<file path="config.mk">
export PLATFORM = sky130hd
export DESIGN_NAME = uart_frame_tx
export DESIGN_NICKNAME = d
export VERILOG_FILES = /design/src/rtl/uart_frame_tx.sv
export SDC_FILE = /design/constraint.sdc
export NUM_CORES = 1
export LEC_CHECK = 0
export BUFFER_PORTS_ARGS = -buffer_cell sky130_fd_sc_hd__clkbuf_2
export CORE_MARGIN = 10
export CORE_UTILIZATION = 28
export CTS_CLUSTER_DIAMETER = 150
export DETAILED_ROUTE_END_ITERATION = 7
export PLACE_DENSITY = 0.42
export SLEW_MARGIN = 20
export SYNTH_ARGS = -nofsm -noshare
export SYNTH_HDL_FRONTEND = slang
export SYNTH_SLANG_ARGS = --single-unit
</file>
<file path="constraint.sdc">
create_clock -name clk -period 4.3 [get_ports clk]
set_input_delay 0.215 -clock clk [delete_from_list [all_inputs] [get_ports clk]]
set_output_delay 0.215 -clock clk [all_outputs]
set_load 0.1 [all_outputs]
</file>
<file path="src/rtl/uart_frame_tx.sv">
// RFC1662-style framer feeding a byte-wide UART: flag, stuffed payload, stuffed FCS-16, flag.
// One frame in flight; the host is backpressured until the UART accepts each byte.
`timescale 1ns/1ps
module uart_frame_tx #(
    parameter bit FCS_EN      = 1'b1,
    parameter bit ESCAPE_CTRL = 1'b0
) (
    input  logic       clk,
    input  logic       reset,
    input  logic [7:0] in_data,
    input  logic       in_valid,
    input  logic       in_last,
    output logic       in_ready,
    output logic [7:0] tx_data,
    output logic       tx_strobe,
    input  logic       tx_ready,
    output logic       busy
);

    typedef enum logic [2:0] {IDLE, SOF, PAYLOAD, FCS0, FCS1, EOF} state_t;

    localparam logic [7:0] FLAG = 8'h7E;
    localparam logic [7:0] ESC  = 8'h7D;

    state_t      state, state_nx;
    logic [15:0] crc, crc_nx;
    logic        esc_pend, esc_pend_nx;
    logic [7:0]  esc_byte, esc_byte_nx;
    logic        last_pend, last_pend_nx;
    logic        tx_strobe_nx;
    logic [7:0]  tx_data_nx;
    logic        emit_ok;
    logic [7:0]  fcs_byte;
    state_t      after_payload, after_fcs;

    function automatic logic needs_esc(input logic [7:0] b);
        return (b == FLAG) || (b == ESC) || (ESCAPE_CTRL && (b < 8'h20));
    endfunction

    // CRC-16/X.25, reflected: one byte, LSB first, fully unrolled
    function automatic logic [15:0] crc_byte(input logic [15:0] c_in, input logic [7:0] b);
        logic [15:0] c;
        c = c_in;
        for (int i = 0; i < 8; i++) begin
            if (c[0] ^ b[i]) c = (c >> 1) ^ 16'h8408;
            else             c = c >> 1;
        end
        return c;
    endfunction

    // tx_ready only reflects a strobe one cycle late, so a strobe cycle is never a slot
    assign emit_ok       = tx_ready & ~tx_strobe;
    assign after_payload = FCS_EN ? FCS0 : EOF;
    assign after_fcs     = (state == FCS0) ? FCS1 : EOF;
    assign fcs_byte      = (state == FCS0) ? ~crc[7:0] : ~crc[15:8];

    always_ff @(posedge clk or posedge reset) begin
        if (reset) begin
            state     <= IDLE;
            crc       <= 16'hFFFF;
            esc_pend  <= 1'b0;
            esc_byte  <= 8'h00;
            last_pend <= 1'b0;
            tx_strobe <= 1'b0;
            tx_data   <= 8'h00;
        end else begin
            state     <= state_nx;
            crc       <= crc_nx;
            esc_pend  <= esc_pend_nx;
            esc_byte  <= esc_byte_nx;
            last_pend <= last_pend_nx;
            tx_strobe <= tx_strobe_nx;
            tx_data   <= tx_data_nx;
        end
    end

    always_comb begin
        state_nx     = state;
        crc_nx       = crc;
        esc_pend_nx  = esc_pend;
        esc_byte_nx  = esc_byte;
        last_pend_nx = last_pend;
        tx_strobe_nx = 1'b0;
        tx_data_nx   = tx_data;
        if (state == IDLE) begin
            if (in_valid) begin
                state_nx = SOF;
                crc_nx   = 16'hFFFF;
            end
        end else if (emit_ok) begin
            if (esc_pend) begin
                // second half of an escape pair; the deferred state advance happens here
                tx_strobe_nx = 1'b1;
                tx_data_nx   = esc_byte;
                esc_pend_nx  = 1'b0;
                case (state)
                    PAYLOAD: if (last_pend) begin
                        state_nx     = after_payload;
                        last_pend_nx = 1'b0;
                    end
                    FCS0:    state_nx = FCS1;
                    FCS1:    state_nx = EOF;
                    default: ;
                endcase
            end else begin
                case (state)
                    SOF: begin
                        tx_strobe_nx = 1'b1;
                        tx_data_nx   = FLAG;
                        state_nx     = PAYLOAD;
                    end
                    PAYLOAD: if (in_valid) begin
                        crc_nx       = crc_byte(crc, in_data);
                        tx_strobe_nx = 1'b1;
                        if (needs_esc(in_data)) begin
                            tx_data_nx   = ESC;
                            esc_pend_nx  = 1'b1;
                            esc_byte_nx  = in_data ^ 8'h20;
                            last_pend_nx = in_last;
                        end else begin
                            tx_data_nx = in_data;
                            if (in_last) state_nx = after_payload;
                        end
                    end
                    FCS0, FCS1: begin
                        tx_strobe_nx = 1'b1;
                        if (needs_esc(fcs_byte)) begin
                            tx_data_nx  = ESC;
                            esc_pend_nx = 1'b1;
                            esc_byte_nx = fcs_byte ^ 8'h20;
                        end else begin
                            tx_data_nx = fcs_byte;
                            state_nx   = after_fcs;
                        end
                    end
                    EOF: begin
                        tx_strobe_nx = 1'b1;
                        tx_data_nx   = FLAG;
                        state_nx     = IDLE;
                    end
                    default: ;
                endcase
            end
        end
    end

    always_comb begin
        in_ready = (state == PAYLOAD) & emit_ok & ~esc_pend;
        busy     = (state != IDLE);
    end

endmodule

</file>
==> report_table.html <==
<table>
<tr><th>Metric</th><th>Value</th></tr>
<tr><th colspan="2">Outcome</th></tr>
<tr><td>Status</td><td>completed</td></tr>
<tr><th colspan="2">Floorplanning</th></tr>
<tr><td>Core outline area</td><td>~8300 um^2</td></tr>
<tr><td>Starting utilization of the core area</td><td>29.2%</td></tr>
<tr><td>Num ports</td><td>24</td></tr>
<tr><td>Site Rows</td><td>33</td></tr>
<tr><td>Die area</td><td>12,800 um^2</td></tr>
<tr><td>Die X</td><td>about 110 um</td></tr>
<tr><td>Y dimension of the die</td><td>113 um</td></tr>
<tr><th colspan="2">Logic synthesis</th></tr>
<tr><td>Netlist area before placement</td><td>around 2400 um^2</td></tr>
<tr><td>Average cell area after synthesis</td><td>between 9 and 10 um^2</td></tr>
<tr><td>Total of warnings raised by yosys</td><td>0</td></tr>
<tr><td>Synthesized instance count</td><td>268</td></tr>
<tr><td>Dominant combinational cell family by area after synthesis</td><td>compound AO/OA/AOI/OAI gates</td></tr>
<tr><td>Number of enable flip-flop cells after synthesis</td><td>0</td></tr>
<tr><td>Synth unique cells</td><td>53</td></tr>
<tr><td>Net Count, Synth</td><td>roughly 280</td></tr>
<tr><td>Multiplexer share of the synthesized area</td><td>3.46%</td></tr>
<tr><td>Ys async rst share</td><td>100%</td></tr>
<tr><td>Arithmetic-cell share of the synthesized area counting full adders, half adders and majority gates</td><td>0%</td></tr>
<tr><td>Post-synthesis compound-gate area fraction</td><td>between 20% and 30%</td></tr>
<tr><td>Most frequently used flop master after synthesis</td><td>sky130_fd_sc_hd__dfrtp_1</td></tr>
<tr><td>Seq cells post-synth</td><td>38</td></tr>
<tr><td>Synthesized-area fraction occupied by xor and xnor cells</td><td>9.76%</td></tr>
<tr><td>Sequential-to-total area share from yosys stat</td><td>40.1%</td></tr>
<tr><td>Area fraction in and, or, nand and nor cells after synthesis</td><td>19.8%</td></tr>
<tr><th colspan="2">Clock tree</th></tr>
<tr><td>TritonCTS clock tree</td><td>yes</td></tr>
<tr><td>Total clock buffers created by CTS</td><td>5</td></tr>
<tr><td>Clock transition at the registers of the reported paths</td><td>0.08 ns</td></tr>
<tr><td>H-Tree Level Count</td><td>2</td></tr>
<tr><td>Number of setup buffers added after CTS</td><td>0</td></tr>
<tr><td>CTS max path bufs</td><td>2</td></tr>
<tr><td>Root buffer cell</td><td>sky130_fd_sc_hd__clkbuf_8</td></tr>
<tr><td>Sink count of the clock tree</td><td>38</td></tr>
<tr><td>Post-cts sizing count</td><td>0</td></tr>
<tr><td>Clk Latency, worst-skew pair</td><td>approximately 0.29 ns</td></tr>
<tr><td>Post-CTS Hold Buffers</td><td>0</td></tr>
<tr><th colspan="2">Timing</th></tr>
<tr><td>Final critical delay including setup and external delays</td><td>2.69 ns</td></tr>
<tr><td>Slew at the pin closest to its max-slew limit</td><td>between 0.8 and 0.9 ns</td></tr>
<tr><td>Final hold violations</td><td>0</td></tr>
<tr><td>Final worst slack</td><td>roughly 1.6 ns</td></tr>
<tr><td>Final critical-path share of the clock period</td><td>62.6%</td></tr>
<tr><td>Summed negative setup slack over all endpoints</td><td>0 ns</td></tr>
<tr><td>Clock Skews</td><td>0.00583 ns</td></tr>
<tr><td># setup viols final</td><td>0</td></tr>
<tr><td>Final Hold Slack</td><td>0.00164 ns</td></tr>
<tr><td>RSZ-0062 raised after global routing</td><td>false</td></tr>
<tr><td>Slew Limit Headroom</td><td>40.8%</td></tr>
<tr><td>Max-slew violation count</td><td>0</td></tr>
<tr><td>Highest clock frequency the design can meet</td><td>around 370 MHz</td></tr>
<tr><th colspan="2">Min path</th></tr>
<tr><td>Hold Path Class</td><td>in2async</td></tr>
<tr><th colspan="2">Layout</th></tr>
<tr><td>Fraction of final layout cells sized beyond drive strength 1</td><td>21.6%</td></tr>
<tr><td>Diodes inserted</td><td>0</td></tr>
<tr><td>Nets</td><td>around 300</td></tr>
<tr><td>Cell area after layout</td><td>2720 um^2</td></tr>
<tr><td>Number of filler instances in the final layout</td><td>approximately 890</td></tr>
<tr><td>Register area</td><td>971 um^2</td></tr>
<tr><td>Most common library cell in the layout ignoring fill and taps</td><td>sky130_fd_sc_hd__nor2_1</td></tr>
<tr><td>Most used cells in the layout excluding fill and tap cells</td><td>sky130_fd_sc_hd__nor2_1, sky130_fd_sc_hd__clkbuf_2, sky130_fd_sc_hd__dfrtp_1</td></tr>
<tr><td>Growth of design area from synthesis to finish</td><td>12.2%</td></tr>
<tr><td>Area used by multi-input combinational logic</td><td>1330 um^2</td></tr>
<tr><th colspan="2">Worst setup path</th></tr>
<tr><td>Slowest library cell on the worst path</td><td>sky130_fd_sc_hd__dfrtp_1</td></tr>
<tr><td>R2R depth</td><td>5</td></tr>
<tr><td>Endpoint type of the worst setup path</td><td>register</td></tr>
<tr><td>Maximum net fanout on the critical path</td><td>28</td></tr>
<tr><td>Worst path cell trace</td><td>nor3_4 &gt; inv_1 &gt; nand2_1 &gt; nor2_1 &gt; mux2_2</td></tr>
<tr><td>Largest stage delay on the critical path</td><td>0.93 ns</td></tr>
<tr><td>Crit Reg-Reg Startpoint</td><td>state[1]</td></tr>
<tr><td>Launch point of the critical path</td><td>state[1]</td></tr>
<tr><td>Worst Path Required</td><td>4.48 ns</td></tr>
<tr><td>Data arrival at the endpoint of the critical path</td><td>2.87 ns</td></tr>
<tr><td>WS Path Type</td><td>reg2reg</td></tr>
<tr><td>Type of origin of the critical path</td><td>register</td></tr>
<tr><th colspan="2">Routing</th></tr>
<tr><td>Total vias in the final route</td><td>roughly 2,000</td></tr>
<tr><td>Wire length on met1</td><td>3210 um</td></tr>
<tr><td>Met3 routed wirelength</td><td>361 um</td></tr>
<tr><td>Detailed-route wire length</td><td>6650 um</td></tr>
<tr><td>Antenna Nets Post-Route</td><td>0</td></tr>
<tr><td>Count of TritonRoute iterations in the first routing pass</td><td>4</td></tr>
<tr><td>Met2 routed WL</td><td>3040 um</td></tr>
<tr><td>DR WL/cell</td><td>17.2 um</td></tr>
<tr><td>Routed vias/inst</td><td>5.11</td></tr>
<tr><td>Highest metal used</td><td>met4</td></tr>
<tr><td># DRC</td><td>0</td></tr>
<tr><td>DRC marker count from the first detailed-route iteration</td><td>around 140</td></tr>
<tr><th colspan="2">Power</th></tr>
<tr><td>Total power density per cell area</td><td>between 900 and 1000 nW/um^2</td></tr>
<tr><td>Leakage power figure</td><td>0.00109 uW</td></tr>
<tr><td>IR drop worst, VDD</td><td>about 0.31 mV</td></tr>
<tr><td>Overall power</td><td>2530 uW</td></tr>
<tr><th colspan="2">Global route</th></tr>
<tr><td>Maximum number of pins on one net before global-route repair</td><td>39</td></tr>
<tr><td>Via count of the first global-routing pass</td><td>approximately 2,000</td></tr>
<tr><td>First-pass GRT wire length</td><td>about 11,000 um</td></tr>
<tr><td>Initial antenna violation count</td><td>0</td></tr>
<tr><td>Overflow after GRT</td><td>0</td></tr>
<tr><td>Global-route total usage across every layer</td><td>10.5%</td></tr>
<tr><th colspan="2">Placed design</th></tr>
<tr><td>Detailed Place HPWL</td><td>4910 um</td></tr>
<tr><td>Placed inst area</td><td>2580 um^2</td></tr>
<tr><td>Setup slack at placement</td><td>~1.6 ns</td></tr>
<tr><td>Number of input and output port buffers inserted</td><td>23</td></tr>
<tr><td>Routability Congestion</td><td>~0.79</td></tr>
<tr><th colspan="2">Job</th></tr>
<tr><td>Maximum capacitance violations</td><td>0</td></tr>
</table>
[worst max-delay path: cells and delay by family, from the launching register on]
family	cells	cell delay (ns)
simple gates	3	0.95
flops	1	0.93
mux	1	0.40
buf+inv	1	0.28
[layer usage]
| metal | track usage (%) | up-vias |
|---|---|---|
| met1 | 14.3 | 957 |
| met4 | 2.12 | 0 |
| met3 | 2.22 | 2 |
| met2 | 16.6 | 37 |
| met5 | 0 | - |
| li1 | - | 980 |
[flip-flops by register name, indices dropped and copies added (netlist names)]
| register | count |
|---|---|
| crc | 16 |
| esc_byte | 8 |
| tx_data | 8 |
| state | 3 |
| esc_pend | 1 |
| last_pend | 1 |
| tx_strobe | 1 |
[path summary, 6_finish.rpt]
check	end	slack, ns
max in group asynchronous	crc[7]	3.91
min reg2reg	esc_byte[3]	0.47
max reg2reg	tx_data[5]	1.61
max	tx_data[5]	1.61
min	esc_byte[5]	0.002
min in group clk	last_pend	0.26
[layout make-up]
class	count	area share, %
well taps	105	4.83
flip-flops and latches	38	35.7
clock buffers	5	2.53
inverters	8	1.10
multi-input cells	204	48.8
repair buffers	24	4.51
clock inverters	3	2.53
[logic make-up (layout without fill, tap and decap cells)]
| family | after synthesis | count (layout) |
|---|---|---|
| buffers and inverters | 26 | 40 |
| muxes | 7 | 7 |
| DFF | 38 | 38 |
| and+or+nand+nor | 94 | 94 |
| xor gates and xnor gates | 27 | 27 |
| AOI/OAI and AO/OA | 76 | 76 |
[cell usage after synthesis (3+ instances only)]
cell type                   number  area (um^2)
sky130_fd_sc_hd__o211ai_1        5         37.5
sky130_fd_sc_hd__o22ai_1         6         37.5
sky130_fd_sc_hd__a21oi_1        20          100
sky130_fd_sc_hd__a31oi_1        11         68.8
sky130_fd_sc_hd__nor3_1          4         20.0
sky130_fd_sc_hd__xnor2_1        20          175
sky130_fd_sc_hd__a221oi_1        3         26.3
sky130_fd_sc_hd__dfstp_2        16          420
sky130_fd_sc_hd__xor2_1          7         61.3
sky130_fd_sc_hd__buf_2           9         45.0
sky130_fd_sc_hd__a2bb2oi_1       3         26.3
sky130_fd_sc_hd__o21ai_0        10         50.1
sky130_fd_sc_hd__a22oi_1         4         30.0
sky130_fd_sc_hd__dfrtp_1        22          551
sky130_fd_sc_hd__nand2_1        15         56.3
sky130_fd_sc_hd__nand4_1         4         25.0
sky130_fd_sc_hd__clkbuf_1        6         22.5
sky130_fd_sc_hd__or2b_1          3         22.5
sky130_fd_sc_hd__nor2_1         41          154
sky130_fd_sc_hd__nor2b_1         3         18.8
sky130_fd_sc_hd__inv_1           7         26.3
sky130_fd_sc_hd__and2_1          3         18.8
sky130_fd_sc_hd__nand2b_1        4         25.0
sky130_fd_sc_hd__o32ai_1         3         26.3
[metrics by stage]
| step | instances | utilization (%) |
|---|---|---|
| 6_report | 387 | 32.7 |
| 3_5_place_dp | 379 | 31.1 |
| 3_3_place_gp | 379 | 31.1 |
| 2_1_floorplan | 268 | - |
| 4_1_cts | 387 | 32.7 |
| 5_1_grt | 387 | 32.7 |
[report_power, final]
part / internal (uW) / switching (uW) / leakage (uW)
Clock: 233 / 139 / 0.0000683
Sequential: 551 / 216 / 0.000436
Combinational: 461 / 931 / 0.000585
Power figures use the tool's default switching activity.
